===== src/rtl/risc_multicycle_sequencer.sv =====
// Multi-cycle FETCH/DECODE/EXEC/MEM/WB control sequencer with memory handshake.
// Optional memory-wait watchdog is enabled by defining MEM_TIMEOUT_EN.
module risc_multicycle_sequencer #(
    parameter int CNT_W   = 16,
    parameter int TIMEOUT = 15
) (
    input  logic             CLK,
    input  logic             R,
    input  logic             start,
    input  logic [3:0]       opcode,
    input  logic             zero,
    input  logic             mem_ready,
    output logic             mem_req,
    output logic             mem_we,
    output logic             ir_we,
    output logic             pc_we,
    output logic             pc_src,
    output logic             alu_en,
    output logic             reg_we,
    output logic             wb_sel,
    output logic [2:0]       state,
    output logic             busy,
    output logic             halted,
    output logic             error,
    output logic [CNT_W-1:0] retired
);

    typedef enum logic [2:0] {
        S_IDLE   = 3'd0,
        S_FETCH  = 3'd1,
        S_DECODE = 3'd2,
        S_EXEC   = 3'd3,
        S_MEM    = 3'd4,
        S_WB     = 3'd5,
        S_HALTED = 3'd6,
        S_ERROR  = 3'd7
    } state_t;

    localparam logic [3:0] OP_NOP    = 4'b0000;
    localparam logic [3:0] OP_LOAD   = 4'b1000;
    localparam logic [3:0] OP_STORE  = 4'b1001;
    localparam logic [3:0] OP_BRANCH = 4'b1010;
    localparam logic [3:0] OP_JUMP   = 4'b1011;
    localparam logic [3:0] OP_HALT   = 4'b1111;

    function automatic logic is_alu(input logic [3:0] op);
        return (op >= 4'b0001) && (op <= 4'b0111);
    endfunction

    function automatic logic is_illegal(input logic [3:0] op);
        return (op >= 4'b1100) && (op <= 4'b1110);
    endfunction

    state_t           r_state;
    state_t           w_next;
    logic             w_retire;
    logic             w_timeout;
    logic [CNT_W-1:0] r_retired;

`ifdef MEM_TIMEOUT_EN
    logic [3:0] r_wait;
    logic       w_waiting;

    assign w_waiting = ((r_state == S_FETCH) || (r_state == S_MEM)) && !mem_ready;
    assign w_timeout = w_waiting && (r_wait == 4'(TIMEOUT - 1));

    // Wait counter: counts consecutive stalled edges, cleared by any non-wait edge
    always_ff @(negedge CLK or negedge R) begin
        if (!R) begin
            r_wait <= 4'd0;
        end else if (w_waiting) begin
            r_wait <= r_wait + 4'd1;
        end else begin
            r_wait <= 4'd0;
        end
    end
`else
    logic w_unused_timeout;

    assign w_unused_timeout = (TIMEOUT == 0);
    assign w_timeout        = 1'b0;
`endif

    // Next-state, retire and strobe decode
    always_comb begin
        w_next   = r_state;
        w_retire = 1'b0;
        mem_req  = 1'b0;
        mem_we   = 1'b0;
        ir_we    = 1'b0;
        pc_we    = 1'b0;
        pc_src   = 1'b0;
        alu_en   = 1'b0;
        reg_we   = 1'b0;
        wb_sel   = 1'b0;
        case (r_state)
            S_IDLE: begin
                if (start) w_next = S_FETCH;
                else       w_next = S_IDLE;
            end
            S_FETCH: begin
                mem_req = 1'b1;
                if (mem_ready) begin
                    ir_we  = 1'b1;
                    pc_we  = 1'b1;
                    w_next = S_DECODE;
                end else if (w_timeout) begin
                    w_next = S_ERROR;
                end else begin
                    w_next = S_FETCH;
                end
            end
            S_DECODE: begin
                if (opcode == OP_HALT) begin
                    w_next   = S_HALTED;
                    w_retire = 1'b1;
                end else if (is_illegal(opcode)) begin
                    w_next = S_ERROR;
                end else if (opcode == OP_NOP) begin
                    w_next   = S_FETCH;
                    w_retire = 1'b1;
                end else begin
                    w_next = S_EXEC;
                end
            end
            S_EXEC: begin
                if (is_alu(opcode)) begin
                    alu_en = 1'b1;
                    w_next = S_WB;
                end else if ((opcode == OP_LOAD) || (opcode == OP_STORE)) begin
                    alu_en = 1'b1;
                    w_next = S_MEM;
                end else if (opcode == OP_BRANCH) begin
                    pc_we    = zero;
                    pc_src   = zero;
                    w_next   = S_FETCH;
                    w_retire = 1'b1;
                end else if (opcode == OP_JUMP) begin
                    pc_we    = 1'b1;
                    pc_src   = 1'b1;
                    w_next   = S_FETCH;
                    w_retire = 1'b1;
                end else begin
                    // opcode changed after DECODE: treat as a fault
                    w_next = S_ERROR;
                end
            end
            S_MEM: begin
                mem_req = 1'b1;
                mem_we  = (opcode == OP_STORE);
                if (mem_ready) begin
                    if (opcode == OP_LOAD) begin
                        w_next = S_WB;
                    end else begin
                        w_next   = S_FETCH;
                        w_retire = 1'b1;
                    end
                end else if (w_timeout) begin
                    w_next = S_ERROR;
                end else begin
                    w_next = S_MEM;
                end
            end
            S_WB: begin
                reg_we   = 1'b1;
                wb_sel   = (opcode == OP_LOAD);
                w_next   = S_FETCH;
                w_retire = 1'b1;
            end
            S_HALTED: begin
                if (start) w_next = S_FETCH;
                else       w_next = S_HALTED;
            end
            S_ERROR: begin
                w_next = S_ERROR;
            end
            default: begin
                w_next = S_ERROR;
            end
        endcase
    end

    // State and retired-count registers, falling-edge with async reset
    always_ff @(negedge CLK or negedge R) begin
        if (!R) begin
            r_state   <= S_IDLE;
            r_retired <= '0;
        end else begin
            r_state <= w_next;
            if (w_retire) begin
                r_retired <= r_retired + CNT_W'(1);
            end else begin
                r_retired <= r_retired;
            end
        end
    end

    assign state   = r_state;
    assign retired = r_retired;
    assign busy    = (r_state != S_IDLE) && (r_state != S_HALTED) && (r_state != S_ERROR);
    assign halted  = (r_state == S_HALTED);
    assign error   = (r_state == S_ERROR);

endmodule


===== config.mk =====
export PLATFORM = sky130hd
export DESIGN_NAME = risc_multicycle_sequencer
export DESIGN_NICKNAME = d
export VERILOG_FILES = /design/src/rtl/risc_multicycle_sequencer.sv
export SDC_FILE = /design/constraint.sdc
export NUM_CORES = 1
export LEC_CHECK = 0
export CAP_MARGIN = 20
export CORE_UTILIZATION = 40
export CTS_BUF_LIST = sky130_fd_sc_hd__clkbuf_4 sky130_fd_sc_hd__clkbuf_8
export CTS_CLUSTER_SIZE = 24
export DETAILED_ROUTE_END_ITERATION = 7
export HOLD_SLACK_MARGIN = 0.06
export PLACE_DENSITY = 0.74
export SETUP_SLACK_MARGIN = 0.3
export SLEW_MARGIN = 20
export SYNTH_ARGS = -nofsm -noshare
export SYNTH_HDL_FRONTEND = slang
export SYNTH_SLANG_ARGS = --single-unit

===== constraint.sdc =====
create_clock -name CLK -period 4 [get_ports CLK]
set_clock_uncertainty 0.2 [all_clocks]
set_input_delay 1 -clock CLK [delete_from_list [all_inputs] [get_ports CLK]]
set_output_delay 1 -clock CLK [all_outputs]
set_load 0.05 [all_outputs]

==> results.toml, run 1 <==
[die]
io_pins = 39
rows = 20
fp.dieW_um = 59.28
initial_core_util = 0.4264
die_h_um = 59.28

[placement]
dpl.hpwl_mm = 3.227
routabilityCongestion = 0.9089
port_buffers = 38
pre_cts_slack_ns = -1.163

[status]
haltStage = "global routing"
status = "stopped before the end"
tool.error = "[ERROR DPL-0038] Utilization greater than 100%, impossible to legalize"

[clocking]
htreeDepth = 1
clock_path_buffers = 2
cts.sinks = 19
cts_root_buf = "clkbuf_4"
hold_buffers = 0
cts_buffers = 3

[synth]
synth_top_cell_by_area = "dfrtn_1"
synthFlopType = "dfrtn_1"
yosysTopAreaCellShare = 0.3622
ys_ff_latch = 19
syn_nets = 153
ys_warn_count = 0
synth_area_leaders = "dfrtn_1 (36%), xor2_1 (9.3%), ha_1 (3.8%), nand3_1 (3.8%), a311oi_2 (3.4%)"
synth.distinct_cells = 44
synth_cells = 140
synth_area_um2 = 1313
avgSynthCellArea_um2 = 9.375
synth-edff-count = 0
ys_async_sr_fraction = 1.000
seq_area_frac_synth = 0.3622

[timing]
worst-ep-kind = "output port"
worst_endpoint = "pc_we"

[global_routing]
grt_max_degree = 20
==> kinds of logic after synthesis <==
logic type	after synthesis	share of synthesized area
AO/OA/AOI/OAI	34	0.1992
XOR/XNOR	16	0.1068
adder cells (fa/ha/maj)	4	0.03813
buffers and inverters	13	0.05052
flip-flops	19	0.3623
multiplexers	1	0.008579
AND/OR/NAND/NOR	53	0.2345
==> through the flow <==
step / setup TNS [ns] / utilization / area [um2] / std cells
2_1_floorplan: -19.26 / - / 1480 / 140
3_3_place_gp: -21.71 / 0.8077 / 2486 / 254
3_5_place_dp: -23.12 / 0.8077 / 2486 / 254
4_1_cts: -16.11 / 0.9439 / 2905 / 281
==> timing repair <==
action / 4_1_cts
resized for setup: 66
setup endpoints to repair: 49
pin swaps: 24
hold endpoints to repair: 0
setup buffers: 22
gates cloned: 1
==> synth_stat cells (3+ instances only) <==
| cell | instances |
|---|---|
| a31oi_1 | 7 |
| and4_1 | 3 |
| clkbuf_1 | 3 |
| ha_1 | 4 |
| and3_1 | 3 |
| o21ai_0 | 4 |
| nor3b_1 | 3 |
| nand4_1 | 4 |
| a311oi_1 | 4 |
| nand2_1 | 9 |
| a21oi_1 | 4 |
| dfrtn_1 | 19 |
| xor2_1 | 14 |
| inv_1 | 5 |
| nor2_1 | 7 |
| a311oi_2 | 3 |
| nand3_1 | 10 |
==> run 2: changes to the inputs <==
==> config.mk (replaced) <==
export PLATFORM = sky130hd
export DESIGN_NAME = risc_multicycle_sequencer
export DESIGN_NICKNAME = d
export VERILOG_FILES = /design/src/rtl/risc_multicycle_sequencer.sv
export SDC_FILE = /design/constraint.sdc
export NUM_CORES = 1
export LEC_CHECK = 0
export CAP_MARGIN = 20
export CORE_UTILIZATION = 25
export DETAILED_ROUTE_END_ITERATION = 7
export PLACE_DENSITY_LB_ADDON = 0.15
export SLEW_MARGIN = 20
export SYNTH_ARGS = -nofsm -noshare
export SYNTH_HDL_FRONTEND = slang
export SYNTH_SLANG_ARGS = --single-unit
==> run 2 against run 1 <==
The flow now finishes, with violations (setup timing). Synthesized cell count did not move. Area after synthesis did not move.
==> results.toml, run 2 <==
[final_layout]
seq_area_um2 = 475.5
largest_reg_flops = 16
design_area_um2 = 3177
layout_commonest_cell = "buf_4"
num-fill-cells = 430
drive_above_1_share = 0.6255
multiInputGateArea_um2 = 1095
layout_common_cells = "buf_4 (56), buf_12 (34), buf_6 (28), dfrtn_1 (19), xor2_1 (14)"
nNetsFinal = 273
areaGrowthSynthToFinish_pct = 142.0
antenna_cells = 0

[synth]
syn_nets = 153
synth_cells = 140
ys_warn_count = 0
ys_ff_latch = 19
synth.distinct_cells = 44
netlist_top_cells_count = "dfrtn_1 (19), xor2_1 (14), nand3_1 (10), nand2_1 (9)"
synth_area_leaders = "dfrtn_1 (36%), xor2_1 (9.3%), ha_1 (3.8%), nand3_1 (3.8%), a311oi_2 (3.4%)"
synth_area_um2 = 1313
yosysTopAreaCellShare = 0.3622
synthFlopType = "dfrtn_1"
avgSynthCellArea_um2 = 9.375
synth-edff-count = 0
seq_area_frac_synth = 0.3622
synth_top_cell_by_area = "dfrtn_1"
ys_async_sr_fraction = 1.000
synth.most_common_cell = "dfrtn_1"

[die]
die_h_um = 74.46
rows = 26
core_region_area_um2 = 5075
die-area_um2 = 5544
initial_core_util = 0.2586
io_pins = 39
fp.dieW_um = 74.46

[route]
drt_wl_total_mm = 4.568
dr.first_iter.drc_count = 84
drt_first_pass_iters = 4
antenna_left = 0
vias_per_cell = 4.799
num_vias = 1579
drc = 0
wire_per_inst_um = 13.88

[pwr]
total_leakage_power_nw = 1.416
finalPower_mw = 1.316
ir_drop_mv = 0.4480
p_per_area_nw_per_um2 = 414.3

[setup_path]
r2r_end = "retired[9]"
crit_arrival_ns = 3.47
path_class = "flop to output pin"
path_max_fanout = 4
slowest_stage = "dfrtn_1"
reg2reg_depth = 11
r2r_slack_ns = 1.15
critPathLaunch = "state[1]"
critPathMaxStageDelay_ns = 0.49
crit_required_ns = 2.80
cp-endpoint = "pc_we"
r2r_start = "state[1]"
cp_cell_sequence = "nor2b_4 > and4b_4 > or2_4 > buf_12"
critPathCaptureType = "output pin"
cp-start-kind = "flop"

[timing]
maxSlewHeadroom = 0.7444
rsz0062_at_grt = "true"
setup_slack_ns = -0.6693
finalHoldViolations = 0
finalSetupViolCount = 47
slew_viol_final = 0
worst_pin_slew_ns = 0.3826

[global_routing]
gr-usage-all-layers = 0.1734
grt_overflow = 0
grt_pass1_wl_mm = 7.555
antenna_found_initial = 0
grt_max_degree = 20
grt_pass1_vias = 1622

[run]
max-cap-violations = 0

[worst_hold_path]
hold_class = "flop to flop"
hold_depth = 2

[clocking]
cts_tree = "built"
cts.sinks = 19
cts_buffers = 3
path_clk_slew_ns = 0.05
worstSkewPairLatency_ns = 0.27
clock_path_buffers = 2
htreeDepth = 1
cts_root_buf = "clkbuf_8"

[status]
status = "finished with violations"
violations = "setup timing"

[placement]
port_buffers = 38
placed_area_um2 = 2554
routabilityCongestion = 0.7906
dpl.hpwl_mm = 2.950
-- run 2: through the flow --
step	hold slack (ns)	util	setup TNS [ns]	instances	setup slack (ns)
floorplan	0.4676	-	-19.17	140	-1.009
global placement	0.2602	0.5032	-22.71	287	-1.087
detailed placement	0.2677	0.5032	-23.42	287	-1.143
CTS	0.3704	0.6006	-15.82	320	-0.6791
global route	0.4162	0.6260	-18.17	329	-0.7414
finish	0.3884	0.6260	-16.01	329	-0.6693
-- run 2: power by group --
part | leakage, nW | switching (mW) | internal [mW]
logic | 1.14 | 0.443 | 0.485
registers | 0.252 | 0.0366 | 0.219
clock network | 0.0228 | 0.0622 | 0.0707
-- run 2: layer usage --
metal	vias up	GRT usage	wire (um)
met5	-	0	0
met4	0	0.04403	52
met3	4	0.02439	166
met2	34	0.3223	2514
met1	769	0.2078	1834
li1	772	-	-
-- run 2: worst min path at each step --
stage                            from          end  slack [ns]
after floorplan           retired[15]  retired[15]        0.47
after global placement    retired[15]  retired[15]        0.26
after detailed placement  retired[15]  retired[15]        0.27
after CTS                 retired[13]  retired[13]        0.37
after global routing      retired[13]  retired[13]        0.42
final                     retired[11]  retired[11]        0.39
-- run 2: area by class of cell --
class	instances	share of cell area
inverter	5	0.005908
clock buffer	4	0.01418
tap	70	0.02757
sequential	19	0.1497
multi-input combinational	109	0.3446
timing repair buffer	122	0.4581
-- run 2: kinds of logic after synthesis --
logic type | Yosys count | synth area share
AND/OR/NAND/NOR | 53 | 0.2345
AO/OA/AOI/OAI | 34 | 0.1992
flip-flops | 19 | 0.3623
XOR/XNOR | 16 | 0.1068
buffers and inverters | 13 | 0.05052
adder cells (fa/ha/maj) | 4 | 0.03813
multiplexers | 1 | 0.008579
-- run 2: repair_timing --
action / CTS / global route
pin swaps: 33 / 12
setup buffers: 27 / 12
gates cloned: 3 / 0
hold buffers: 0 / 0
setup endpoints to repair: 49 / 48
resized for setup: 76 / 12
-- run 2: critical path, delay by kind of cell, from the launching register on --
kind | cells | cell delay (ns)
buffers and inverters | 1 | 0.13
and+or+nand+nor | 3 | 0.58
DFF | 1 | 0.49
Note: power is estimated with default switching activity, not from simulation.
==> run 3: changes to the inputs <==
==> constraint.sdc (replaced) <==
create_clock -name CLK -period 4.7 [get_ports CLK]
set_clock_uncertainty 0.2 [all_clocks]
set_input_delay 1.175 -clock CLK [delete_from_list [all_inputs] [get_ports CLK]]
set_output_delay 1.175 -clock CLK [all_outputs]
set_load 0.05 [all_outputs]
==> run 3 against run 2 <==
The run still ends with setup timing left. Sequential share of layout area grew 0.94 points. Critical path type unchanged. Final area shrank 5.9%. Critical path depth grew 1. Combinational power shrank 20%. Core utilization shrank 3.7 points. Setup slack gained 0.18 ns. Die area is the same. Count of clock-buffer cells in the layout is the same. Non-clock buffer count shrank 21. Sequential power shrank 17%. Register-to-register slack gained 0.84 ns. Highest routed layer unchanged. Flip-flop and latch count is the same.
==> results.toml, run 3 (same netlist as run 2, synthesis figures left out) <==
[setup_path]
critPathCaptureType = "output pin"
r2r_start = "state[1]"
r2r_slack_ns = 1.99
path_max_fanout = 2
path_class = "flop to output pin"
r2r_end = "retired[12]"
reg2reg_depth = 10
cp-start-kind = "flop"
crit_required_ns = 3.32
crit_arrival_ns = 3.81

[clocking]
worstSkewPairLatency_ns = 0.27
cts_root_buf = "clkbuf_8"
cts_buffers = 3
path_clk_slew_ns = 0.05
cts.sinks = 19
htreeDepth = 1
clock_path_buffers = 2
cts_tree = "built"

[timing]
setup_tns_ns = -8.482
rsz0062_at_grt = "true"
finalSetupViolCount = 31
maxSlewHeadroom = 0.7217
worst_pin_slew_ns = 0.4165
slew_viol_final = 0
setup_slack_ns = -0.4856
finalHoldViolations = 0

[final_layout]
drive_above_1_share = 0.6008
antenna_cells = 0
layout_common_cells = "buf_4 (41), buf_12 (31), buf_6 (22), dfrtn_1 (19), xor2_1 (14)"
num-fill-cells = 434
layout_commonest_cell = "buf_4"
seq_area_um2 = 475.5
largest_reg_flops = 16
areaGrowthSynthToFinish_pct = 127.7
multiInputGateArea_um2 = 1131
nNetsFinal = 252

[placement]
port_buffers = 38
pre_cts_slack_ns = -0.9465
dpl.hpwl_mm = 3.064
routabilityCongestion = 0.8119

[route]
routed-wl-met3_um = 163
num_vias = 1490
top_layer = "met4"
dr.first_iter.drc_count = 59
drt_wl_total_mm = 4.509
dr_wl_met2_mm = 2.327
m1WireLength_mm = 1.940
drt_first_pass_iters = 4
antenna_left = 0
wire_per_inst_um = 14.64
vias_per_cell = 4.838
drc = 0

[die]
fp.dieW_um = 74.46
io_pins = 39
rows = 26
die_h_um = 74.46
initial_core_util = 0.2586
core_region_area_um2 = 5075
die-area_um2 = 5544

[global_routing]
grt_max_degree = 20
antenna_found_initial = 0
grt_overflow = 0
grt_pass1_wl_mm = 7.424
grt_pass1_vias = 1618
gr-usage-all-layers = 0.1727

[worst_hold_path]
hp-start = "retired[14]"
hold_class = "flop to flop"
holdPathEnd = "retired[14]"
hold_depth = 1

[status]
status = "finished with violations"
violations = "setup timing"

[pwr]
p_per_area_nw_per_um2 = 358.8
ir_drop_mv = 0.4093
finalPower_mw = 1.072
total_leakage_power_nw = 1.300

[run]
max-cap-violations = 0
==> run 3: cell types whose count changed in the layout (fill, tap and decap cells not counted), moves of 3 or more <==
cell	change
buf_12	-3
buf_6	-6
buf_2	+3
buf_4	-15
==> run 3: critical path, cell delays in order (launching register included) <==
cell and delay (ns):
dfrtn_1 0.35, buf_4 0.14, buf_4 0.12, and4b_4 0.19, or2_4 0.23, buf_12 0.15
==> run 3: how the worst max path moves through the flow <==
stage	from	end	cells past startpoint	slack, ns
after detailed placement	opcode[0]	retired[12]	5	-0.95
final	state[0]	pc_we	5	-0.49
after global routing	state[1]	busy	4	-0.51
after CTS	state[1]	pc_we	4	-0.45
after global placement	opcode[0]	retired[12]	5	-0.91
after floorplan	state[0]	pc_we	4	-0.83
==> run 3: routing by layer <==
layer | GRT usage | vias up
met4 | 0.05660 | 0
met3 | 0.02439 | 8
met2 | 0.3183 | 37
li1 | - | 726
met1 | 0.2043 | 719
met5 | 0 | -
==> run 3: area by class of cell <==
| cell class | instances | share of cell area |
|---|---|---|
| clock buffers | 4 | 0.01507 |
| inverters | 5 | 0.006279 |
| multi-input cells | 109 | 0.3784 |
| flip-flops and latches | 19 | 0.1591 |
| well taps | 70 | 0.02930 |
| repair buffers | 101 | 0.4119 |
==> run 3: report_power, final <==
group | total, mW | switching [mW] | internal (mW)
sequential | 0.212 | 0.0253 | 0.186
clock | 0.115 | 0.0544 | 0.0603
combinational | 0.746 | 0.378 | 0.368
==> run 3: what timing repair did <==
item                       CTS  global route
gates cloned                 1             0
hold buffers                 0             0
setup buffers               17             9
setup endpoints to repair   37            37
gates resized for setup     56            14
pin swaps                   32            14
==> run 3: per-stage QoR <==
step	utilization	hold slack, ns	instances	area, um2
finish	0.5890	0.2871	308	2989
global route	0.5890	0.3075	308	2989
CTS	0.5602	0.2476	299	2843
detailed placement	0.4874	0.2677	278	2474
global placement	0.4874	0.2607	278	2474
floorplan	-	0.4676	140	1475
